$ cat config.mk
export PLATFORM = sky130hd
export DESIGN_NAME = apx_err_accum
export DESIGN_NICKNAME = d
export VERILOG_FILES = /design/src/rtl/apx_err_accum.sv
export SDC_FILE = /design/constraint.sdc
export NUM_CORES = 1
export LEC_CHECK = 0
export CAP_MARGIN = 20
export CORE_UTILIZATION = 60
export DETAILED_ROUTE_END_ITERATION = 12
export PLACE_DENSITY = 0.91
export SYNTH_ARGS = -nofsm -noshare
export SYNTH_HDL_FRONTEND = slang
export SYNTH_HIERARCHICAL = 1
export SYNTH_SLANG_ARGS = --single-unit
$ cat constraint.sdc
create_clock -name clk -period 4.92 [get_ports clk]
set_input_delay 0.492 -clock clk [delete_from_list [all_inputs] [get_ports clk]]
set_output_delay 0.492 -clock clk [all_outputs]
set_load 0.05 [all_outputs]
$ cat src/rtl/apx_err_accum.sv
// apx_err_accum: error-metric stage for approximate multipliers.
// Takes paired exact/approximate signed products, forms |acc_c - apx_c| per
// sample and accumulates sum (saturating), max and mismatch count over a
// window of WINDOW samples. One record per window leaves via valid/ready.
//
// Ports:
//   clk, rst            clock; asynchronous active-low reset
//   in_valid/in_ready   sample handshake, acc_c/apx_c signed products
//   out_valid/out_ready record handshake
//   sum_abs_err         saturating sum of absolute errors
//   max_abs_err         largest absolute error in the window
//   mismatch_cnt        samples with acc_c != apx_c

// Per-sample difference: signed diff widened by one bit so the magnitude
// never overflows (largest |diff| is 2^IN_W - 1).
module apx_err_diff #(
  parameter int IN_W = 32
) (
  input  logic [IN_W-1:0] acc_c,
  input  logic [IN_W-1:0] apx_c,
  output logic [IN_W:0]   abs_err,
  output logic            neq
);
  logic [IN_W:0] diff;
  assign diff    = {acc_c[IN_W-1], acc_c} - {apx_c[IN_W-1], apx_c};
  assign abs_err = diff[IN_W] ? (~diff + 1'b1) : diff;
  assign neq     = (acc_c != apx_c);
endmodule

module apx_err_accum #(
  parameter int IN_W   = 32,
  parameter int WINDOW = 256,
  parameter int SUM_W  = 48,
  parameter int CNT_W  = $clog2(WINDOW) + 1
) (
  input  logic             clk,
  input  logic             rst,
  input  logic             in_valid,
  output logic             in_ready,
  input  logic [IN_W-1:0]  acc_c,
  input  logic [IN_W-1:0]  apx_c,
  output logic             out_valid,
  input  logic             out_ready,
  output logic [SUM_W-1:0] sum_abs_err,
  output logic [IN_W:0]    max_abs_err,
  output logic [CNT_W-1:0] mismatch_cnt
);
  localparam logic [0:0] ACCUM  = 1'b0;
  localparam logic [0:0] REPORT = 1'b1;

  logic [0:0]       state;
  logic [CNT_W-1:0] accept_cnt;
  logic [CNT_W-1:0] proc_cnt;
  // vld_pipe[0]: sample accepted this cycle; vld_pipe[1]: S1 holds a sample
  logic [1:0]       vld_pipe;
  logic [IN_W:0]    s1_abs;
  logic             s1_neq;

  logic [IN_W:0]    d_abs;
  logic             d_neq;
  logic [SUM_W:0]   sum_ext;
  logic             last;
  logic             fire_out;

  apx_err_diff #(.IN_W(IN_W)) u_diff (
    .acc_c   (acc_c),
    .apx_c   (apx_c),
    .abs_err (d_abs),
    .neq     (d_neq)
  );

  // Held low during reset so nothing is offered as accepted while cleared.
  assign in_ready  = rst && (state == ACCUM) && (accept_cnt < CNT_W'(WINDOW));
  assign vld_pipe[0] = in_valid && in_ready;
  assign out_valid = (state == REPORT);
  assign fire_out  = out_valid && out_ready;

  // One spare carry bit detects overflow; then clamp to all-ones.
  assign sum_ext = {1'b0, sum_abs_err} + {{(SUM_W-IN_W){1'b0}}, s1_abs};
  assign last    = vld_pipe[1] && (proc_cnt == CNT_W'(WINDOW - 1));

  always_ff @(posedge clk or negedge rst) begin
    if (!rst) begin
      state        <= ACCUM;
      accept_cnt   <= '0;
      proc_cnt     <= '0;
      vld_pipe[1]  <= 1'b0;
      s1_abs       <= '0;
      s1_neq       <= 1'b0;
      sum_abs_err  <= '0;
      max_abs_err  <= '0;
      mismatch_cnt <= '0;
    end else begin
      // S1: capture per-sample error on acceptance
      vld_pipe[1] <= vld_pipe[0];
      if (vld_pipe[0]) begin
        s1_abs     <= d_abs;
        s1_neq     <= d_neq;
        accept_cnt <= accept_cnt + 1'b1;
      end

      if (fire_out) begin
        // Record consumed: start a fresh window
        state        <= ACCUM;
        accept_cnt   <= '0;
        proc_cnt     <= '0;
        sum_abs_err  <= '0;
        max_abs_err  <= '0;
        mismatch_cnt <= '0;
      end else if (vld_pipe[1]) begin
        // S2: fold S1 into the window statistics
        sum_abs_err  <= sum_ext[SUM_W] ? {SUM_W{1'b1}} : sum_ext[SUM_W-1:0];
        if (s1_abs > max_abs_err) max_abs_err <= s1_abs;
        mismatch_cnt <= mismatch_cnt + CNT_W'(s1_neq);
        proc_cnt     <= proc_cnt + 1'b1;
        if (last) state <= REPORT;
      end
    end
  end
endmodule
---- Word-level counts from Yosys, hierarchy flattened ----
Cells that the tools add are included.
word-level totals
  latch bits .............................. 0
  output and inout bits ................... 92
  flip-flop bits (word level) ............. 144
  RAM bits ................................ 0
  input bits .............................. 68
  memories kept ........................... 0
  bits in read-only memories .............. 0
  word-level logic and storage cells ...... 48
cells by class
  bitwise operators ....................... 2
  $add $sub $neg .......................... 6
  div/mod/pow operators ................... 0
  multiplexer cells ....................... 16
  equal/unequal tests ..................... 2
  $mul .................................... 0
  shifts and indexed selects .............. 0
  magnitude comparators ................... 2
  reductions and logical operators ........ 11
operators by type and width
  cell                                            count
  2-to-1 mux 48 bit                               3
  2-to-1 mux 33 bit                               4
  2-to-1 mux 9 bit                                6
  adder 48 x 33 -> 49 bit                         1
  adder 33 x 1 -> 33 bit (second input constant)  1
  greater-than comparator 33 bit                  1
  NOT 33 bit                                      1
  subtractor 32 x 32 -> 33 bit                    1
  inequality test 32 bit                          1
  adder 9 x 1 -> 9 bit (second input constant)    2
  adder 9 x 1 -> 9 bit                            1
  == test 9 x 8 -> 1 bit (second input constant)  1
  < comparator 9 bit (second input constant)      1
  nonzero test 2 bit                              4
  logical AND 1 bit                               5
  AND reduction 2 bit                             2
  2-to-1 mux 1 bit                                3
  NOT 1 bit                                       1

---- Logic depth before layout (Yosys ltp) ----
Gate-level depths: netlist of run 1.
  depth in word-level cells ............... 6
  depth in mapped cells ................... 14
  mapped depth without buffers ............ 13

---- Modules after synthesis ----
The synthesis of run 1 kept the hierarchy.
modules (own cells, without submodules)
  module         sequential area each (um^2)  area an instance (um^2)  instances  cells each
  apx_err_accum  3603.5                       9432.8                   1          1021
  apx_err_diff   0.0                          3052.9                   1          468

---- Worst setup path after synthesis of run 1 ----
No wires, ideal clock.
  path type ............................... input-to-reg
  start point ............................. input port acc_c[0]
  end point ............................... register s1_abs[27]
  library setup time ...................... 0.125 ns
  arrival ................................. 3.908 ns
  required time ........................... 4.795 ns
  path buffers ............................ 1
  setup slack ............................. 0.888 ns
  stages .................................. 14
  path through ............................ inv_1 > ha_1 > fa_1 > nand2b_1 > a21oi_1 > o21ai_0 > a21oi_1 > xnor2_1 > or4b_1 > clkbuf_1 > or3_4 > o31a_1 > xor2_1 > mux2_2
between the ends
  cells in the longest elaborated chain, start to end .. 4
ends and longest elaborated chain
  what                              line  RTL
  from (decl)                       40    input logic [IN_W-1:0] acc_c,
  subtractor 32 x 32 -> 33 bit (*)  25    assign diff = {acc_c[IN_W-1], acc_c} - {apx_c[IN_W-1], apx_c};
  NOT 33 bit                        26    assign abs_err = diff[IN_W] ? (~diff + 1'b1) : diff;
  adder 33 x 1 -> 33 bit            26
  2-to-1 mux 33 bit (*)             26
  via d_abs[27]                     59    logic [IN_W:0] d_abs;
  to (signal assigned)              97    s1_abs <= d_abs;
  to (decl)                         56    logic [IN_W:0] s1_abs;
Mark *: on every way through the listed nets, which the timed path passes. The rest lies on a longest branch.
A chain may end at the register's enable or synchronous reset.

---- Worst setup path after layout of run 1 ----
  start point ............................. input port apx_c[8]
  end point ............................... register s1_abs[27]
between the ends
  cells in the longest elaborated chain, start to end .. 4
ends and longest elaborated chain
  what                              line  RTL
  from (decl)                       41    input logic [IN_W-1:0] apx_c,
  subtractor 32 x 32 -> 33 bit (*)  25
  NOT 33 bit                        26
  adder 33 x 1 -> 33 bit            26
  2-to-1 mux 33 bit (*)             26
  via d_abs[27]                     59
Marked as above.

==> results of run 1 <==
area by class of cell:
| type | count | area [um^2] |
|---|---|---|
| tap | 270 | 337.8 |
| clock buffer | 18 | 429.2 |
| inverter | 90 | 337.8 |
| clock inverter | 14 | 177.7 |
| fill | 1531 | 5477 |
| multi-input combinational | 1174 | 8215 |
| sequential | 144 | 3605 |
| timing repair buffer | 173 | 1720 |
report_power, final:
group | internal [W] | switching (W)
registers | 0.00153 | 0.000449
logic | 0.00182 | 0.00286
clock network | 0.000806 | 0.000548
total | 0.00415 | 0.00385
worst max path at each step:
stage                             endpoint  slack, ns  cells past startpoint
finish              s1_abs[27]$_DFFE_PN0P_       0.70                     13
global route        s1_abs[31]$_DFFE_PN0P_       0.53                     13
CTS                 s1_abs[27]$_DFFE_PN0P_       0.74                     13
detailed placement  s1_abs[27]$_DFFE_PN0P_       0.29                     13
global placement    s1_abs[27]$_DFFE_PN0P_       0.39                     14
floorplan           s1_abs[27]$_DFFE_PN0P_       0.89                     14
sequential cells by signal (all words and copies together) (netlist names):
signal	flops
accept_cnt	9
max_abs_err	33
mismatch_cnt	9
out_valid	1
proc_cnt	9
s1_abs	33
s1_neq	1
sum_abs_err	48
vld_pipe	1
through the flow:
| stage | cells | worst slack, ns | util, % | total power, W |
|---|---|---|---|---|
| after detailed placement | 1850 | 0.2925 | 69.98 | 0.006525 |
| after CTS | 1883 | 0.7353 | 73.02 | 0.007933 |
| after floorplan | 1489 | 0.8878 | - | 0.005293 |
| after global placement | 1849 | 0.3863 | 69.85 | 0.006403 |
| final | 1883 | 0.7013 | 73.02 | 0.008005 |
| after global routing | 1883 | 0.5283 | 73.02 | 0.008519 |
cells by family after synthesis:
kind of cell	share of synthesized area [%]
xor+xnor	6.594
compound gates	23.25
buf+inv	5.522
flops	28.86
mux	3.968
fa+ha+maj	10.74
simple gates	21.06
Yosys cell counts, drive strengths merged (4+ instances only):
library cell	count
xor2	50
o31ai	10
mux2i	9
nor2	100
nand3	60
clkbuf	60
o211a	6
a21o	41
o211ai	9
and3	49
a31oi	24
nor4	5
o21a	11
a221oi	4
buf	21
or2	8
a32oi	34
dfrtp	144
o21ai	94
nor3	24
a21oi	122
a311oi	4
and2	19
o2111ai	5
a211o	7
ha	104
mux2	36
xnor2	44
nand2	93
inv	90
a21boi	4
a211oi	18
and4	11
or3	4
o21bai	7
nand4	61
nor2b	6
nand2b	40
worst register-to-register path: stages (launching register included):
cell	delay, ns
dfrtp_1	0.46
ha_1	0.44
and3_1	0.25
and2_1	0.19
a221oi_2	0.40
a21oi_4	0.14
o21ai_4	0.30
o21a_1	0.76
and4_1	0.32
nor3_2	0.05
routing by layer:
metal	part of all wire, %	up-vias	global-route usage [%]
li1	-	5731	-
met1	42	5797	42.57
met2	48	537	56.02
met3	7.0	75	5.438
met4	2.9	0	13.23
met5	0	-	0
==> results.ini, run 1 <==
[hold_path]
hp-start=sum_abs_err[47]$_DFFE_PN0P_
holdCritPathClass=flip-flop to flip-flop
hold_end=sum_abs_err[47]$_DFFE_PN0P_
hold_depth=1

[synth]
synth-seq-cells=144
synthesis.area_mm2=0.01249
synth_nets=1663
synth_area_per_cell_um2=8.385
synth_top_area_share_pct=28.86
yosys.area.top_type=dfrtp_1
synthDistinctLibCells=89
syn_inst=1489
yosysWarnings=6
ys.flop_type=dfrtp_1
synth_edf_count=0
yosys-top-cells-area=dfrtp_1 (29%), ha_1 (10%), a21oi_1 (4.8%)
async_reset_ff_share_pct=100.0
seq_area_frac_synth_pct=28.86

[drt]
drt_iter0_drc=852
antenna_left=0
vias=12140
drc=0
dr.pass1.iters=6
vias_per_cell=6.447
wl_per_cell_um=18.73
routed_wl_um=35270

[global_route]
grt-ovfl-total=0
grt_antenna_before_repair=0
grt_pass1_vias=11780
grt_pass1_wl_um=58040
track_usage_pct=33.25
grt_max_degree=95

[worst_setup_path]
path_max_fanout=9
r2r_cells=9
crit_buf_inv=2
crit_chain=clkdlybuf4s50_1, inv_1, ha_1, and2_1, a221o_1, a2111oi_2, a211o_1, o311ai_0, a2111o_1, or3_4, o31a_1, xor2_1, mux2_2
r2r-start=s1_abs[10]$_DFFE_PN0P_
max_stage_delay_ns=0.52
crit_family=compound AO/OA/AOI/OAI gates
worstSetupStartpoint=apx_c[8]
cp-start-kind=input pin
end_kind=flip-flop
worstPathRequired_ns=5.24
cp.arrival_ns=4.54
r2r_setup_slack_ns=1.49
setup.worst_path.class=input pin to flip-flop
rr_endpoint=sum_abs_err[41]$_DFFE_PN0P_
cp_slowest_cell=a2111oi_2

[clock_tree]
clock-root-buffer=clkbuf_16
cts_hold_buf=1
clkTransAtPathRegs_ns=0.06
cts_tree=done
htreeDepth=4
clock_sinks=144
post_cts_resized=0
clk_latency_ns=0.44
cts_inserted_buffers=17
cts_setup_buffers=0
ctsLongestPathBuffers=2

[cells_and_area]
area_growth_pct=18.72
final_common_cell=clkdlybuf4s50_1
diodes=0
drive_above_1_share_pct=7.440
layout.cells.most_common_list=clkdlybuf4s50_1 (158), dfrtp_1 (143), a21oi_1 (119)
final_area_mm2=0.01482
nNetsFinal=1774

[sta]
fin_setup_tns_ns=0
hold_viol=0
slew_headroom_pct=23.77
fin_crit_ns=4.219
clock_skew_ns=0.01515
setup_viol=0
rsz0062_at_grt=false
worst_pin_slew_ns=1.143
drv_slew=0
whs_ns=0.5308
fin_crit_sh_pct=85.75
max_freq_ghz=0.2370

[floorplanning]
core_mm2=0.02030
ios=160
design.die.area_mm2=0.02139
die_x_um=146.3
core.rowCount=52
start_util_pct=61.51
dieHeight_um=146.3

[power_and_ir_drop]
peakVddDrop_uv=247.0
p_per_area_mw_per_mm2=540.0
leakage_nw=6.820

[place]
gp_congestion=0.9664
hpwl_um=25880
place_area_mm2=0.01421
numPortBuffers=159

[run]
cap_violations=0

[status]
status=complete, no violations

(Power assumes the default switching activity.)
==> inputs of run 2 (changes only) <==
CORE_MARGIN = 3   (was not set)
==> run 2 against run 1 <==
  * Flip-flop and latch count did not move
  * Non-clock buffer count did not move
  * Power rose by 1.0%
  * Clock skew fell by 0.0040 ns
  * Critical path type unchanged
  * Highest routed layer unchanged
==> results.ini, run 2 (synthesis results as in run 1) <==
[drt]
vias=12230  ; +0.72%
dr.pass1.iters=5  ; -1
routed_wl_um=36020  ; +2.1%
wl_per_cell_um=19.13  ; +2.1%
drc=0  ; unchanged
drt_iter0_drc=730  ; -14%
antenna_left=0  ; unchanged
vias_per_cell=6.493  ; +0.72%

[sta]
max_freq_ghz=0.2356  ; -0.59%
fin_crit_sh_pct=86.26  ; +0.51 points
fin_setup_tns_ns=0  ; unchanged
rsz0062_at_grt=false
setup_viol=0  ; unchanged
clock_skew_ns=0.01115  ; -0.004003 ns
drv_slew=0  ; unchanged
worst_pin_slew_ns=1.096  ; -0.04745 ns
hold_viol=0  ; unchanged
fin_crit_ns=4.244  ; +0.02521 ns
slew_headroom_pct=26.93  ; +3.2 points

[worst_setup_path]
end_kind=flip-flop
cp-start-kind=input pin
crit_path_frequent_cell=a21oi_1
max_stage_delay_ns=0.61  ; +0.09 ns
cp_slowest_cell=or4b_1
crit_family=simple AND/OR/NAND/NOR gates
worstPathRequired_ns=5.25  ; about the same
crit_chain=clkdlybuf4s50_1, inv_1, ha_1, fa_1, nand2b_1, a21oi_1, o21ai_0, a21oi_1, xnor2_1, or4b_1, or3_4, o31a_1, xor2_1, mux2_2
crit_buf_inv=2  ; unchanged
setup.worst_path.class=input pin to flip-flop
cp.arrival_ns=4.57  ; +0.03 ns
path_max_fanout=7  ; -2

[cells_and_area]
final_area_mm2=0.01486  ; +0.24%
drive_above_1_share_pct=7.502  ; +0.062 points
diodes=0  ; unchanged
finalNonFillerCells=1883  ; unchanged
utilization_pct=72.96  ; about the same
nNetsFinal=1774  ; unchanged
top_register=sum_abs_err
nFillCells=1487  ; -2.9%
layout.cells.most_common_list=clkdlybuf4s50_1 (158), dfrtp_1 (143), a21oi_1 (119)
regArea_mm2=0.003605  ; unchanged
final_common_cell=clkdlybuf4s50_1
largest_register_ffs=48  ; unchanged
area_growth_pct=19.00
multiInputGateArea_mm2=0.008208  ; about the same
reg_top3=sum_abs_err x48, max_abs_err x33, s1_abs x33

[floorplanning]
ios=160  ; unchanged
core.rowCount=52  ; unchanged
core_mm2=0.02036  ; +0.32%
dieHeight_um=150.3  ; +2.7%
design.die.area_mm2=0.02258  ; +5.5%
start_util_pct=61.31  ; -0.20 points
die_x_um=150.3  ; +2.7%

[place]
dp.cells=1850  ; unchanged
place_area_mm2=0.01420  ; about the same
numPortBuffers=159  ; unchanged
gp_congestion=0.9391  ; -2.8%
hpwl_um=26180  ; +1.1%

[global_route]
grt-ovfl-total=0  ; unchanged
grt_antenna_before_repair=0  ; unchanged
grt_pass1_wl_um=58420  ; +0.65%
grt_max_degree=114  ; +20%
grt_pass1_vias=12060  ; +2.3%
track_usage_pct=31.88  ; -1.4 points

[clock_tree]
cts_hold_buf=1  ; unchanged
clock_sinks=144  ; unchanged
htreeDepth=4  ; unchanged
post_cts_resized=0  ; unchanged
cts_inserted_buffers=17  ; unchanged
cts_setup_buffers=0  ; unchanged
ctsLongestPathBuffers=2  ; unchanged
clkTransAtPathRegs_ns=0.07  ; about the same
clk_latency_ns=0.44  ; about the same
cts_tree=done
clock-root-buffer=clkbuf_16

[hold_path]
holdCritPathClass=flip-flop to flip-flop

[power_and_ir_drop]
peakVddDrop_uv=380.8  ; +54%
p_total_w=0.008085  ; +1.0%
p_per_area_mw_per_mm2=544.1  ; +0.76%
leakage_nw=6.834  ; +0.21%

[run]
cap_violations=0  ; unchanged

[status]
status=complete, no violations

==> run 2: changes by cell type in the layout (fill, tap and decap cells not counted) <==
cell	previous run	this run
clkinv_2	2	0
bufinv_16	3	4
a21oi_4	2	1
clkbuf_1	1	0
inv_6	6	5
a21oi_2	1	2
clkbuf_8	0	2
clkinvlp_4	1	2
==> run 2: layout make-up <==
cell class | instances | share of cell area [%]
clock buffer | 19 | 3.048
clock inverter | 13 | 1.322
timing repair buffer | 173 | 11.58
tap | 270 | 2.274
inverter | 90 | 2.274
multi-input combinational | 1174 | 55.24
sequential | 144 | 24.26
==> run 2: layer usage <==
layer  vias up  part of all wire [%]  GRT usage, %
li1       5730                     -             -
met3       101                   7.1         4.756
met1      5841                    41         40.37
met5         -                     0             0
met2       555                    49         54.47
met4         0                   3.2         13.40
==> run 2: final timing paths <==
path	start	end	slack, ns	cells past startpoint
setup / recovery	acc_c[0]	s1_abs[27]$_DFFE_PN0P_	0.68	14
hold / removal	sum_abs_err[36]$_DFFE_PN0P_	sum_abs_err[36]$_DFFE_PN0P_	0.53	1
setup reg to reg	s1_abs[12]$_DFFE_PN0P_	sum_abs_err[41]$_DFFE_PN0P_	1.44	9
hold reg to reg	sum_abs_err[36]$_DFFE_PN0P_	sum_abs_err[36]$_DFFE_PN0P_	0.53	1
max in group asynchronous	rst	vld_pipe[1]$_DFF_PN0_	2.59	4
min in group asynchronous	rst	sum_abs_err[40]$_DFFE_PN0P_	0.54	2
==> run 2: report_power, final <==
group / switching [W] / internal (W) / total, W
clock: 0.000557 / 0.000885 / 0.00144
combinational: 0.00284 / 0.00182 / 0.00466
sequential: 0.000458 / 0.00153 / 0.00199
==> run 2: metrics by stage <==
step | hold slack (ns) | setup slack [ns]
after floorplan | 0.1964 | 0.8878
after global placement | 0.4438 | 0.3314
after detailed placement | 0.4440 | 0.2406
after CTS | 0.5260 | 0.6919
after global routing | 0.5492 | 0.4829
final | 0.5316 | 0.6761
